**src/rtl/enc_pkg.sv**
```systemverilog
// Shared types and sizing helpers for the keystream sequencer.
// Optional abort port (in the top) is enabled with ENC_ABORT_EN.
package enc_pkg;

    localparam int DATA_W_DEF    = 128;
    localparam int DELAY_DEF     = 4;
    localparam int FRAME_LEN_DEF = 32;

    typedef enum logic [2:0] {
        IDLE,
        LOAD,
        PRIME,
        RUN,
        DONE
    } state_e;

    // Width of a counter that holds 0..n-1 (at least one bit).
    function automatic int cnt_w(input int n);
        return (n <= 2) ? 1 : $clog2(n);
    endfunction

endpackage

```
**src/rtl/keystream_delay.sv**
```systemverilog
// Keystream alignment line: DELAY-deep shift register of generator words.
// Head enters at stage 0; the oldest word is presented on tail_o.
module keystream_delay #(
    parameter int DATA_W = 128,
    parameter int DELAY  = 4
) (
    input  logic              clk,
    input  logic              n_rst,
    input  logic              en_i,
    input  logic              clr_i,
    input  logic [DATA_W-1:0] head_i,
    output logic [DATA_W-1:0] tail_o
);

    logic [DELAY-1:0][DATA_W-1:0] line_q;

    always_ff @(posedge clk or negedge n_rst) begin
        if (!n_rst) begin
            line_q <= '0;
        end else if (clr_i) begin
            line_q <= '0;
        end else if (en_i) begin
            line_q[0] <= head_i;
            for (int i = 1; i < DELAY; i++) begin
                line_q[i] <= line_q[i-1];
            end
        end
    end

    assign tail_o = line_q[DELAY-1];

endmodule

```
**src/rtl/keystream_sequencer.sv**
```systemverilog
// Stream-cipher controller: seeds/primes the PRBS generator, XORs plaintext with
// aligned keystream and frames FRAME_LEN blocks. ENC_ABORT_EN adds an abort input.
module keystream_sequencer import enc_pkg::*; #(
    parameter int DATA_W    = DATA_W_DEF,
    parameter int DELAY     = DELAY_DEF,
    parameter int FRAME_LEN = FRAME_LEN_DEF
) (
    input  logic                        clk,
    input  logic                        n_rst,
    input  logic                        start,
`ifdef ENC_ABORT_EN
    input  logic                        abort,
`endif
    output logic                        prbs_load,
    output logic                        prbs_step,
    input  logic [DATA_W-1:0]           prbs_in,
    input  logic                        pt_valid,
    output logic                        pt_ready,
    input  logic [DATA_W-1:0]           pt_data,
    output logic                        ct_valid,
    input  logic                        ct_ready,
    output logic [DATA_W-1:0]           ct_data,
    output logic [cnt_w(FRAME_LEN)-1:0] block_count,
    output logic                        busy,
    output logic                        frame_done
);

    localparam int CW = cnt_w(FRAME_LEN);
    localparam int PW = cnt_w(DELAY);

    state_e            state_q, state_d;
    logic [PW-1:0]     prime_q, prime_d;
    logic [CW-1:0]     count_q, count_d;
    logic              ct_valid_q, ct_valid_d;
    logic [DATA_W-1:0] ct_data_q, ct_data_d;
    logic [DATA_W-1:0] tail;
    logic              accept, line_en, line_clr, abort_w;

`ifdef ENC_ABORT_EN
    assign abort_w = abort && (state_q != IDLE);
`else
    assign abort_w = 1'b0;
`endif

    keystream_delay #(.DATA_W(DATA_W), .DELAY(DELAY)) u_line (
        .clk    (clk),
        .n_rst  (n_rst),
        .en_i   (line_en),
        .clr_i  (line_clr),
        .head_i (prbs_in),
        .tail_o (tail)
    );

    always_comb begin
        state_d    = state_q;
        prime_d    = prime_q;
        count_d    = count_q;
        ct_valid_d = ct_valid_q;
        ct_data_d  = ct_data_q;
        pt_ready   = 1'b0;
        prbs_load  = 1'b0;
        prbs_step  = 1'b0;
        frame_done = 1'b0;
        line_en    = 1'b0;
        line_clr   = 1'b0;
        accept     = 1'b0;

        if (ct_valid_q && ct_ready) ct_valid_d = 1'b0;

        unique case (state_q)
            IDLE: if (start) state_d = LOAD;
            LOAD: begin
                prbs_load = 1'b1;
                prime_d   = '0;
                state_d   = PRIME;
            end
            PRIME: begin
                prbs_step = 1'b1;
                line_en   = 1'b1;
                prime_d   = prime_q + 1'b1;
                if (prime_q == PW'(DELAY - 1)) state_d = RUN;
            end
            RUN: begin
                pt_ready = !ct_valid_q || ct_ready;
                accept   = pt_ready && pt_valid;
                // The line only moves with a generator step, keeping block i on word i.
                if (accept) begin
                    ct_data_d  = pt_data ^ tail;
                    ct_valid_d = 1'b1;
                    prbs_step  = 1'b1;
                    line_en    = 1'b1;
                    if (count_q == CW'(FRAME_LEN - 1)) begin
                        count_d = '0;
                        state_d = DONE;
                    end else begin
                        count_d = count_q + 1'b1;
                    end
                end
            end
            DONE: begin
                if (!ct_valid_q) begin
                    frame_done = 1'b1;
                    state_d    = IDLE;
                end
            end
            default: state_d = IDLE;
        endcase

        if (abort_w) begin
            state_d    = IDLE;
            prime_d    = '0;
            count_d    = '0;
            ct_valid_d = 1'b0;
            ct_data_d  = ct_data_q;
            pt_ready   = 1'b0;
            prbs_load  = 1'b0;
            prbs_step  = 1'b0;
            frame_done = 1'b0;
            line_en    = 1'b0;
            line_clr   = 1'b1;
            accept     = 1'b0;
        end
    end

    always_ff @(posedge clk or negedge n_rst) begin
        if (!n_rst) begin
            state_q    <= IDLE;
            prime_q    <= '0;
            count_q    <= '0;
            ct_valid_q <= 1'b0;
            ct_data_q  <= '0;
        end else begin
            state_q    <= state_d;
            prime_q    <= prime_d;
            count_q    <= count_d;
            ct_valid_q <= ct_valid_d;
            ct_data_q  <= ct_data_d;
        end
    end

    assign ct_valid    = ct_valid_q;
    assign ct_data     = ct_data_q;
    assign block_count = count_q;
    assign busy        = (state_q != IDLE);

endmodule
```
**config.mk**
```make
export PLATFORM = sky130hd
export DESIGN_NAME = keystream_sequencer
export DESIGN_NICKNAME = d
export VERILOG_FILES = /design/src/rtl/enc_pkg.sv /design/src/rtl/keystream_delay.sv /design/src/rtl/keystream_sequencer.sv
export SDC_FILE = /design/constraint.sdc
export NUM_CORES = 1
export LEC_CHECK = 0
export ABC_CLOCK_PERIOD_IN_PS = 1800
export BUFFER_PORTS_ARGS = -buffer_cell sky130_fd_sc_hd__buf_2
export CAP_MARGIN = 30
export CELL_PAD_IN_SITES_DETAIL_PLACEMENT = 1
export CELL_PAD_IN_SITES_GLOBAL_PLACEMENT = 1
export CORE_MARGIN = 3
export CORE_UTILIZATION = 40
export CTS_CLUSTER_DIAMETER = 100
export DETAILED_ROUTE_END_ITERATION = 6
export GPL_TIMING_DRIVEN = 0
export PLACE_DENSITY_LB_ADDON = 0.1
export SETUP_SLACK_MARGIN = 0.1
export SLEW_MARGIN = 30
export SYNTH_ARGS = -nofsm -noshare
export SYNTH_HDL_FRONTEND = slang
export SYNTH_SLANG_ARGS = --single-unit
export TNS_END_PERCENT = 20
```
**constraint.sdc**
```tcl
create_clock -name clk -period 1.8 [get_ports clk]
set_input_delay 0 -clock clk [delete_from_list [all_inputs] [get_ports clk]]
set_output_delay 0 -clock clk [all_outputs]
set_load 0.02 [all_outputs]
```
==> key figures <==
Clock tree
  – Root Buffer: clkbuf_16
  – Clock Latency Late Sink: 0.60 ns
  – CTS tree: yes
  – Longest Clk Path Bufs: 3
  – Sink Count: 651
  – Clk slew on worst S/H paths: around 0.06 ns
  – CTS H-tree lvls: 3
  – CTS Buf Count: 72

STA
  – Final setup margin: -0.156 ns
  – Slew HR: 0.566
  – Unrepaired setup endpoints after global routing: yes
  – Max Clk Rate: 511 MHz
  – Min Hold Slack: -0.620 ns
  – Max-slew violations: 0
  – Hold Vio Cnt, Final: 206
  – Clock Skews: 0.0188 ns
  – Period utilization: 1.09
  – Fin Setup TNS: -35.25 ns
  – Worst Tran Pin Value: 0.651 ns
  – Minimum clock period: 1.96 ns
  – Final setup fails: between 500 and 600

Outcome
  – Failing checks: hold timing, setup timing
  – Status: finished with violations

Drt
  – Final ANT Viol Nets: 0
  – Routed len/inst: about 21 um
  – Iter 0 DRT Violations: 708
  – DRT Wirelength: 70,900 um
  – Vias/cell: 4.82
  – Drt pass-1 iters: 4
  – Vias: ~16k
  – Post-route DRC: 0

Setup path
  – FF-to-FF Start: state_q[2]$_DFFE_PN0P_
  – CP most frequent cell: buf_12
  – Worst-path fanout max: 8
  – Reg2Reg Setup Slack: -0.16 ns
  – CP endpoint: block_count[2]$_DFFE_PN0P_
  – R2R depth: 7
  – CP Capture Type: flop
  – Critical-path cell list: nand3b_4, or3b_4, buf_12, buf_16, buf_12, buf_8, a211o_1
  – CP max stage delay: around 0.43 ns
  – CP required: 2.28 ns
  – Reg-to-reg critical path endpoint: block_count[2]$_DFFE_PN0P_
  – Critical-path top delay cell: dfrtp_2
  – Arrival time at the worst endpoint: 2.44 ns
  – Startpoint Class: flop
  – Worst Setup SP: state_q[2]$_DFFE_PN0P_
  – Setup CP Type: reg2reg

GRT
  – Number of global-route vias before repair: around 18k
  – Initial antenna violation count: 18
  – Largest net degree at the start of global routing: 89
  – First-pass GRT wire length: 105,000 um
  – Overflow after GRT: 0
  – Total GRT Usage: 0.204

Yosys
  – Cell count after synthesis: 1,683
  – Post-synthesis sequential area ratio: 0.650
  – Syn Std Cell Area: 0.0251 sq mm
  – Async set-or-reset flop fraction in the synthesized netlist: 1.00
  – Ys flop type: dfrtp_1
  – Cell variety after synth: 33
  – YS warnings: 0
  – Syn_nets: between 1.5k and 2k
  – Average cell area after synthesis: 14.9 sq um
  – Post-synthesis register bit count: 651
  – Post-synth EDFFs: 0

Floorplanning
  – Num rows: 91
  – DIE HEIGHT: 256 um
  – Top-Level Pins: 400
  – Starting density of the core: 0.405
  – Core area: 0.0618 sq mm
  – Die W: 256 um
  – Die area: 0.0657 sq mm

Run
  – Maxcap violations: 0

Placed design
  – Gp weighted congestion: 0.763
  – Dpl hpwl: ~44,000 um
  – Placed Instances: roughly 3k
  – Input/output buffers: 399
  – Placed Area: ~0.028 sq mm
  – Worst slack, placed: -0.720 ns

Finish
  – Final non-filler cell total: 3,378
  – Nets: 2,739
  – Share of cells above drive strength 1: 0.486
  – Final Instance Area: 0.0359 sq mm
  – Area growth from synthesis to layout: 43.1%

Power and ir drop
  – Max VDD drop: roughly 1.2 mV
  – Post-route total power: 0.0740 W
  – Pleak: 16.6 nW
  – Power Density: about 2100 mW/mm^2

Hold path
  – Hold Path Class: in2async
-- worst min-delay path by stage --
stage | depth (start not counted) | slack [ns] | to | from
2_1_floorplan | 0 | -0.30 | block_count[0]$_DFFE_PN0P_ | n_rst
3_3_place_gp | 2 | 0.23 | u_line.line_q[27]$_DFFE_PN0P_ | prbs_in[27]
3_5_place_dp | 1 | 0.02 | ct_data[89]$_DFFE_PN0P_ | n_rst
4_1_cts | 1 | -0.63 | ct_data[89]$_DFFE_PN0P_ | n_rst
5_1_grt | 1 | -0.60 | ct_data[89]$_DFFE_PN0P_ | n_rst
6_report | 1 | -0.62 | ct_data[89]$_DFFE_PN0P_ | n_rst
-- routing by layer --
| layer | global-route usage | up-vias | routed length [um] |
|---|---|---|---|
| met5 | 0 | - | 46 |
| met2 | 0.358 | 300 | 36700 |
| met4 | 0.0664 | 6 | 1910 |
| met3 | 0.0441 | 124 | 2740 |
| met1 | 0.249 | 8444 | 29500 |
| li1 | - | 7401 | - |
-- where the power goes --
group / switching [W] / internal [W] / leakage (nW) / total, W
sequential: 0.00494 / 0.0224 / 7.68 / 0.0274
clock: 0.00584 / 0.00833 / 1.13 / 0.0142
combinational: 0.0135 / 0.0190 / 7.81 / 0.0325
-- state kept, by name, summed over array words and instances, names as in the netlist --
signal,count
state_q,3
u_line.line_q,384
ct_valid,1
u_line.tail_o,128
ct_data,128
prime_q,2
block_count,5
-- final cells by class --
class                      count  area, sq um
antenna                       15         37.5
buffer                        86         1270
clock buffer                 108         2170
clock inverter                17          106
fill                        6002        26000
inverter                       4         15.0
multi-input combinational    941         9260
sequential                   651        16300
tap                          837         1050
timing repair buffer         719         5670
-- cell families (layout without fill, tap and decap cells) --
group,count (synthesis),in the layout,synth area share
fa+ha+maj,3,3,0.00150
simple gates,157,157,0.0260
compound gates,138,138,0.0284
buf+inv,91,934,0.0178
xor+xnor,128,128,0.0447
mux,515,515,0.231
other cells,0,15,0
flops,651,651,0.650
-- worst max-delay path: cells and delay by family (launching register included) --
| family | cells | cell delay [ns] |
|---|---|---|
| compound gates | 1 | 0.25 |
| buf+inv | 4 | 0.60 |
| flops | 1 | 0.43 |
| simple gates | 2 | 0.57 |
-- stage by stage --
| stage | util | hold slack [ns] |
|---|---|---|
| 6_report | 0.580 | -0.620 |
| 2_1_floorplan | - | -0.296 |
| 4_1_cts | 0.552 | -0.633 |
| 5_1_grt | 0.580 | -0.601 |
| 3_3_place_gp | 0.456 | 0.232 |
| 3_5_place_dp | 0.459 | 0.0202 |
-- cells in the final DEF, fill, tap and decap left out, types with 16 or more instances in the layout --
cell type,count
o21ai_1,17
mux2_4,173
clkbuf_8,16
o21ai_0,86
xnor2_1,128
mux2_2,340
buf_4,23
dlygate4sd3_1,259
clkbuf_16,98
buf_6,25
dfrtp_1,649
buf_12,37
nand2_4,18
buf_2,405
nand2_1,106
o21ai_2,27
clkbuf_1,20
-- cells in the mapped netlist, types with 3 or more instances --
cell      number  share of area
inv_1          4        0.00060
o21ai_0      130          0.026
buf_6          3         0.0013
nand2b_1       3        0.00075
clkbuf_1      22         0.0033
nor2_1         6        0.00090
xnor2_1      128          0.045
nand2_1      134          0.020
buf_2         60          0.012
ha_1           3         0.0015
mux2_2       513           0.23
dfrtp_1      651           0.65
-- repair_timing --
item                                    4_1_cts  5_1_grt
hold buffers                                259        1
buffers inserted                             15       16
endpoints found under the setup margin      649      720
gates resized for setup                     172      378
cloned                                        4       17
pin swaps                                     5       20
hold endpoints to repair                    490      135
Power figures use the tool's default switching activity.
